**src/rtl/ppm_rx_decoder.sv**
```systemverilog
// PPM receiver: preamble pulse, then one pulse per 2T-cycle symbol (slot 0 -> 0, slot 1 -> 1), MSB first.
// Latency: rx_byte_valid 1 cycle after the 8th window closes; no backpressure, strobes are single-cycle.
module ppm_rx_decoder #(
  parameter int clk1x_freq        = 1000,
  parameter int count1x_threshold = 500000 / clk1x_freq
) (
  input  logic        CLOCK_50,
  input  logic        reset_n,
  input  logic        ppm_in,
  output logic [7:0]  rx_byte,
  output logic        rx_byte_valid,
  output logic        frame_done,
  output logic        frame_error,
  output logic [15:0] byte_count,
  output logic        busy
);

  localparam int          CW         = 18;
  localparam logic [CW-1:0] T_C        = CW'(count1x_threshold);
  localparam logic [CW-1:0] SYM_LAST   = CW'(2 * count1x_threshold - 1);
  localparam logic [CW-1:0] FLUSH_LAST = CW'(4 * count1x_threshold - 1);

  typedef enum logic [1:0] {IDLE, PREAMBLE, DATA, FLUSH} state_t;

  state_t        state, state_nxt;
  logic          sync1, sync2, hist;
  logic          edge_hit;
  logic [CW-1:0] cnt;
  logic [3:0]    bit_cnt;
  logic [7:0]    shift_reg;
  logic          win_hit, win_multi, win_bit;

  logic win_close, close_one, close_none, close_multi, close_bit;
  logic byte_evt, done_evt, err_evt;

  assign edge_hit = sync2 & ~hist;

  // An edge on the closing cycle still counts toward the window being closed.
  assign win_close   = (state == DATA) && (cnt == SYM_LAST);
  assign close_one   = (win_hit ^ edge_hit) & ~win_multi;
  assign close_none  = ~win_hit & ~edge_hit;
  assign close_multi = ~close_one & ~close_none;
  assign close_bit   = win_hit ? win_bit : (cnt >= T_C);

  assign byte_evt = win_close && close_one && (bit_cnt == 4'd7);
  assign done_evt = win_close && close_none && (bit_cnt == 4'd0);
  assign err_evt  = ((state == PREAMBLE) && edge_hit)
                  || (win_close && close_multi)
                  || (win_close && close_none && (bit_cnt != 4'd0));

  always_ff @(posedge CLOCK_50) begin
    if (!reset_n) state <= IDLE;
    else          state <= state_nxt;
  end

  always_comb begin
    state_nxt = state;
    unique case (state)
      IDLE:     if (edge_hit) state_nxt = PREAMBLE;
      PREAMBLE: begin
        if (edge_hit)             state_nxt = FLUSH;
        else if (cnt == SYM_LAST) state_nxt = DATA;
      end
      DATA: begin
        if (win_close) begin
          if (close_multi)     state_nxt = FLUSH;
          else if (close_none) state_nxt = IDLE;
        end
      end
      FLUSH:    if (!edge_hit && (cnt == FLUSH_LAST)) state_nxt = IDLE;
      default:  state_nxt = IDLE;
    endcase
  end

  always_comb begin
    busy = (state != IDLE);
  end

  always_ff @(posedge CLOCK_50) begin
    if (!reset_n) begin
      sync1         <= 1'b0;
      sync2         <= 1'b0;
      hist          <= 1'b0;
      cnt           <= '0;
      bit_cnt       <= '0;
      shift_reg     <= '0;
      win_hit       <= 1'b0;
      win_multi     <= 1'b0;
      win_bit       <= 1'b0;
      rx_byte       <= '0;
      rx_byte_valid <= 1'b0;
      frame_done    <= 1'b0;
      frame_error   <= 1'b0;
      byte_count    <= '0;
    end else begin
      sync1         <= ppm_in;
      sync2         <= sync1;
      hist          <= sync2;
      rx_byte_valid <= byte_evt;
      frame_done    <= done_evt;
      frame_error   <= err_evt;
      unique case (state)
        IDLE: begin
          win_hit   <= 1'b0;
          win_multi <= 1'b0;
          if (edge_hit) begin
            cnt        <= CW'(1);
            byte_count <= '0;
            bit_cnt    <= '0;
            shift_reg  <= '0;
          end
        end
        PREAMBLE: begin
          cnt <= (edge_hit || (cnt == SYM_LAST)) ? '0 : cnt + 1'b1;
        end
        DATA: begin
          if (win_close) begin
            cnt       <= '0;
            win_hit   <= 1'b0;
            win_multi <= 1'b0;
            if (close_one) begin
              shift_reg <= {shift_reg[6:0], close_bit};
              if (bit_cnt == 4'd7) begin
                rx_byte <= {shift_reg[6:0], close_bit};
                bit_cnt <= '0;
                if (byte_count != 16'hFFFF) byte_count <= byte_count + 16'd1;
              end else begin
                bit_cnt <= bit_cnt + 4'd1;
              end
            end else begin
              bit_cnt <= '0;
            end
          end else begin
            cnt <= cnt + 1'b1;
            if (edge_hit) begin
              if (win_hit) begin
                win_multi <= 1'b1;
              end else begin
                win_hit <= 1'b1;
                win_bit <= (cnt >= T_C);
              end
            end
          end
        end
        FLUSH: begin
          if (edge_hit)                cnt <= '0;
          else if (cnt == FLUSH_LAST)  cnt <= '0;
          else                         cnt <= cnt + 1'b1;
        end
        default: cnt <= '0;
      endcase
    end
  end

endmodule

```
**config.mk**
```make
export PLATFORM = sky130hd
export DESIGN_NAME = ppm_rx_decoder
export DESIGN_NICKNAME = d
export VERILOG_FILES = /design/src/rtl/ppm_rx_decoder.sv
export SDC_FILE = /design/constraint.sdc
export NUM_CORES = 1
export LEC_CHECK = 0
export CORE_MARGIN = 4
export CORE_UTILIZATION = 40
export CTS_BUF_LIST = sky130_fd_sc_hd__clkbuf_8
export DETAILED_ROUTE_END_ITERATION = 8
export GPL_TIMING_DRIVEN = 0
export PLACE_DENSITY = 0.66
export REMOVE_ABC_BUFFERS = 1
export SLEW_MARGIN = 20
export SYNTH_ARGS = -nofsm -noshare
export SYNTH_HDL_FRONTEND = slang
export SYNTH_SLANG_ARGS = --single-unit
```
**constraint.sdc**
```tcl
create_clock -name CLOCK_50 -period 3.2 [get_ports CLOCK_50]
set_input_delay 0.32 -clock CLOCK_50 [delete_from_list [all_inputs] [get_ports CLOCK_50]]
set_output_delay 0.32 -clock CLOCK_50 [all_outputs]
set_load 0.05 [all_outputs]
```
Word level (Yosys, flattened, before mapping)
Index checks and enable logic that the tools add are counted.
W data, S select, Z words.
{"block": "totals", "regBits": 64, "in_bits": 3, "output_inout_bits": 28, "wordCells": 111}
{"block": "op_classes", "addsub": 3, "order_cmp": 1, "eq_ne": 17, "mux": 37, "n_bitwise": 12, "reduce_logical": 26}
{"op": "$mux W18", "count": 5}
{"op": "$mux W16", "count": 5}
{"op": "$pmux W18 S4", "count": 1}
{"op": "$pmux W16 S2", "count": 1}
{"op": "$mux W7", "count": 3}
{"op": "$add A18 B1 Y18 const B", "count": 1}
{"op": "$eq A18 B10 Y1 const B", "count": 1}
{"op": "$eq A18 B11 Y1 const B", "count": 1}
{"op": "$ge A18 B9 Y1 const B", "count": 1}
{"op": "$add A16 B1 Y16 const B", "count": 1}
{"op": "$mux W4", "count": 4}
{"op": "$ne A16 B16 Y1 const B", "count": 1}
{"op": "$mux W2", "count": 7}
{"op": "$pmux W7 S2", "count": 1}
{"op": "$logic_and A1 B1 Y1", "count": 9}
{"op": "$ne A3 B3 Y1 const B", "count": 3}
{"op": "$reduce_and A3 Y1", "count": 3}
{"op": "$ne A2 B2 Y1 const B", "count": 4}
{"op": "$pmux W2 S4", "count": 1}
{"op": "$pmux W4 S2", "count": 1}
{"op": "$reduce_and A4 Y1", "count": 2}
{"op": "$not A1 Y1", "count": 7}
{"op": "$mux W1", "count": 6}
{"op": "$reduce_and A6 Y1", "count": 1}
{"op": "other kinds (17)", "count": 26}

Depth between registers and ports, before layout
{"block": "depth", "ltp_word": 9, "depth_mapped": 11, "depth_no_buf": 9}

Worst setup path before layout
OpenSTA, ideal clock, no wires.
{"block": "synth_path", "path_type": "reg-to-reg", "start": "reg sync2", "end": "reg byte_count[6]", "setup_time_ns": 0.060, "arrival_time_ns": 2.493, "required_time_ns": 3.140, "slack_ns": 0.647, "stages_incl_launch_ff": 11, "path_buffers": 1, "synth_period_minus_slack_ns": 2.553, "cell_sequence": "dfxtp_1 -> nor2b_1 -> inv_1 -> clkbuf_1 -> ha_1 -> nor2b_1 -> nand3_1 -> nor4b_4 -> nor2_2 -> or4_1 -> nand2_1"}
{"block": "synth_via", "elab_chain_len": 5, "word_cells_on_any_way": 6, "cone_classes": "2 x eq/ne; 3 x bitwise; 1 x reduce/logical"}
{"element": "start, declared", "line": "26", "text": "logic sync1, sync2, hist;"}
{"element": "start signal, assigned", "line": "97", "text": "sync2 <= sync1;"}
{"element": "$and A1 B1 Y1 *", "line": "36", "text": "assign edge_hit = sync2 & ~hist;"}
{"element": "$xor A1 B1 Y1", "line": "40", "text": "assign close_one = (win_hit ^ edge_hit) & ~win_multi;"}
{"element": "$and A1 B1 Y1", "line": "40"}
{"element": "$ne A2 B2 Y1 (no source line)"}
{"element": "$reduce_and A6 Y1 (no source line) *"}
{"element": "end signal, assigned", "line": "126", "text": "if (byte_count != 16'hFFFF) byte_count <= byte_count + 16'd1;"}
{"element": "end, declared", "line": "14", "text": "output logic [15:0] byte_count,"}
Every way passes the cells marked *; elsewhere a longest branch is shown, timed or not.
A chain may end at the register's enable or synchronous reset.

Worst setup path in the final report
Same ends and word-level chain as after synthesis.

==> flow_summary.yaml <==
status:
  status: "complete, no violations"
clock_tree:
  ctsHoldBuffers: 0
  cts_tree: "done"
  clock-sinks: 64
  clk_path_buf_depth: 2
  cts_made_buffers: 9
  htreeDepth: 3
  ctsRootBufferMaster: "clkbuf_8"
  clkTransAtPathRegs_ns: 0.07
  clock_latency_ns: 0.34
floorplan:
  dieHeight_um: 99.6
  initial_core_util_pct: 41.1
  core-area_um2: 8180
  die_w_um: 99.6
  rows: 33
  die_area_um2: 9930
  pin_count: 31
setup_path:
  cpMostUsedCell: "nor2b_1"
  criticalPathCategory: "reg2reg"
  cp-start-kind: "flip-flop"
  crit_slowest_cell: "or4_1"
  crit_arrival_ns: 3.15
  path_max_fanout: 13
  cp_slowest_stage_delay_ns: 0.51
  path_cells: "nor2b_1 > inv_2 > ha_1 > nor2b_1 > nand3_1 > nor4b_4 > nor2_2 > or4_1 > nand2_1"
  worst_setup_path_end_kind: "flip-flop"
  required_ns: 3.49
detailed_routing:
  post_drt_wl_per_cell_um: 14.7
  dr.pass1.iters: 5
  drt_wl_total_mm: 8.06
  ant_nets: 0
  drc_errors: 0
  drt-vias-per-instance: 5.72
  vias: 3141
  drt-initial-drc-count: 260
synth:
  ys_ff_latch: 64
  synthCells: 421
  synth.avg_cell_area_um2: 7.98
  ys_top_cells_by_area: "dfxtp_1 (38%), nand2_1 (5.6%), nand3_1 (4.9%), nor2_1 (4.6%), o21ai_0 (3.9%)"
  synth_edf_count: 0
  ys_types: 57
  async_flop_share_pct: 0
  yosysTopAreaCell: "dfxtp_1"
  syn-cell-area_um2: 3360
  synth_ff_type: "dfxtp_1"
  synth_top_area_share_pct: 38.2
  synth.yosys.seq_area_share_pct: 38.2
  ys_warn_count: 0
global_route:
  grt_pass1_vias: 2872
  grt_pass1_wl_mm: 13.7
  overflow: 0
  grt_max_degree: 38
  grt_use_total_pct: 16.8
  antenna_found_initial: 0
cells_and_area:
  syn2layout_area_growth_pct: 17.8
  final_common_cell: "dfxtp_1"
  nets: 448
  diodes: 0
  largest_reg_flops: 18
  final_cell_mix: "dfxtp_1 (64), nand2_1 (50), nor2_1 (41)"
  fin_cells: 549
  final_cell_area_um2: 3960
  reg_top3: "cnt (18), byte_count (16), rx_byte (8)"
  drive_gt1_share_pct: 6.31
  top_register: "cnt"
timing:
  slew_headroom_pct: 30.0
  finClkSkew_ns: 0.0115
  drv_slew: 0
  period_needed_ns: 2.87
  grt_setup_unrepaired: "false"
  worstMarginPinSlew_ns: 1.04
  setup_violations: 0
  fmaxAchievable_ghz: 0.349
  timing.final.crit_share_pct: 89.6
  hold_violations: 0
placed_design:
  port_buffers: 30
  dpl_cell_area_um2: 3690
  dp.cells: 532
  dpl.hpwl_mm: 5.51
  gp_congestion: 0.846
power:
  power_density_nw_per_um2: 448
  irDropWorstVdd_mv: 0.210
  p_sw_share_pct: 22.1
  internal_power_mw: 1.38
  p_sw_mw: 0.392
  pwr-share-clk_pct: 50.1
  power.share.sequential_pct: 45.5
  combPwrFrac_pct: 4.3
  leakage_nw: 1.39
  power.total_mw: 1.77
min_path:
  holdCritPathClass: "reg2reg"
run:
  max-cap-violations: 0
==> kinds of logic after synthesis <==
family	synth area share [%]
buf+inv	4.47
flops	38.2
xor+xnor	3.91
mux	0.298
simple gates	32.4
fa+ha+maj	2.24
compound gates	18.5
==> critical path: cells and delay by family, from the launching register on <==
kind | cells | cell delay (ns)
fa+ha+maj | 1 | 0.32
buf+inv | 1 | 0.23
simple gates | 7 | 1.95
flops | 1 | 0.32
==> per-stage QoR <==
| step | TNS (ns) | worst slack [ns] | hold slack, ns | util (%) |
|---|---|---|---|---|
| 5_1_grt | 0 | 0.121 | 0.466 | 48.4 |
| 4_1_cts | 0 | 0.178 | 0.436 | 48.3 |
| 3_3_place_gp | -10.30 | -1.06 | 0.415 | 45.1 |
| 2_1_floorplan | 0 | 0.501 | 0.412 | - |
| 6_report | 0 | 0.333 | 0.435 | 48.4 |
| 3_5_place_dp | -0.277 | -0.144 | 0.419 | 45.1 |
==> layout make-up <==
cell class | count | area, µm²
Clock buffer | 11 | 151
Clock inverter | 5 | 103
Fill cell | 791 | 4220
Inverter | 13 | 48.8
Multi-Input combinational cell | 320 | 1940
Sequential cell | 64 | 1280
Tap cell | 105 | 131
Timing Repair Buffer | 31 | 303
==> layer usage <==
layer  global-route usage [%]  share of wire [%]  wire, µm  up-vias
li1                         -                  -         -     1571
met3                     3.58                5.5       446       17
met2                     26.1                 45      3630       98
met4                     7.35                2.4       190        0
met5                        0                  0         0        -
met1                     22.5                 47      3790     1455
==> power groups by stage <==
| stage | Sequential [mW] | Clock (mW) | Combinational [mW] |
|---|---|---|---|
| 5_1_grt | 0.808 | 0.936 | 0.0852 |
| 3_3_place_gp | 0.826 | 0 | 0.0755 |
| 2_1_floorplan | 0.826 | 0 | 0.0459 |
| 4_1_cts | 0.807 | 0.901 | 0.0759 |
| 3_5_place_dp | 0.826 | 0 | 0.0757 |
| 6_report | 0.807 | 0.889 | 0.0765 |
==> path summary, 6_finish.rpt <==
| path | end | slack [ns] | from | cells past startpoint |
|---|---|---|---|---|
| hold reg to reg | sync2 | 0.43 | sync1 | 1 |
| setup reg to reg | byte_count[6] | 0.33 | sync2 | 9 |
| setup / recovery | byte_count[6] | 0.33 | sync2 | 9 |
| hold / removal | sync2 | 0.43 | sync1 | 1 |
==> synth_stat cells, drive strengths merged (4+ instances only) <==
cell and n:
inv 12, nor4 8, or4 8, and4 5
o31ai 5, dfxtp 64, and3 12, nand2 50
and2 8, o2111ai 4, nor2 43, nand3 33
a311oi 4, nor2b 6, nand4 8, ha 6
buf 10, xor2 14, a21oi 18, clkbuf 14
o21ai 32, nor3 6, o211ai 12
==> what timing repair did <==
item / 4_1_cts / 5_1_grt
gates cloned: 0 / 0
gates resized for setup: 0 / 2
pin swaps: 1 / 0
endpoints found under the setup margin: 2 / 9
setup buffers: 1 / 0
Power figures use the tool's default switching activity.
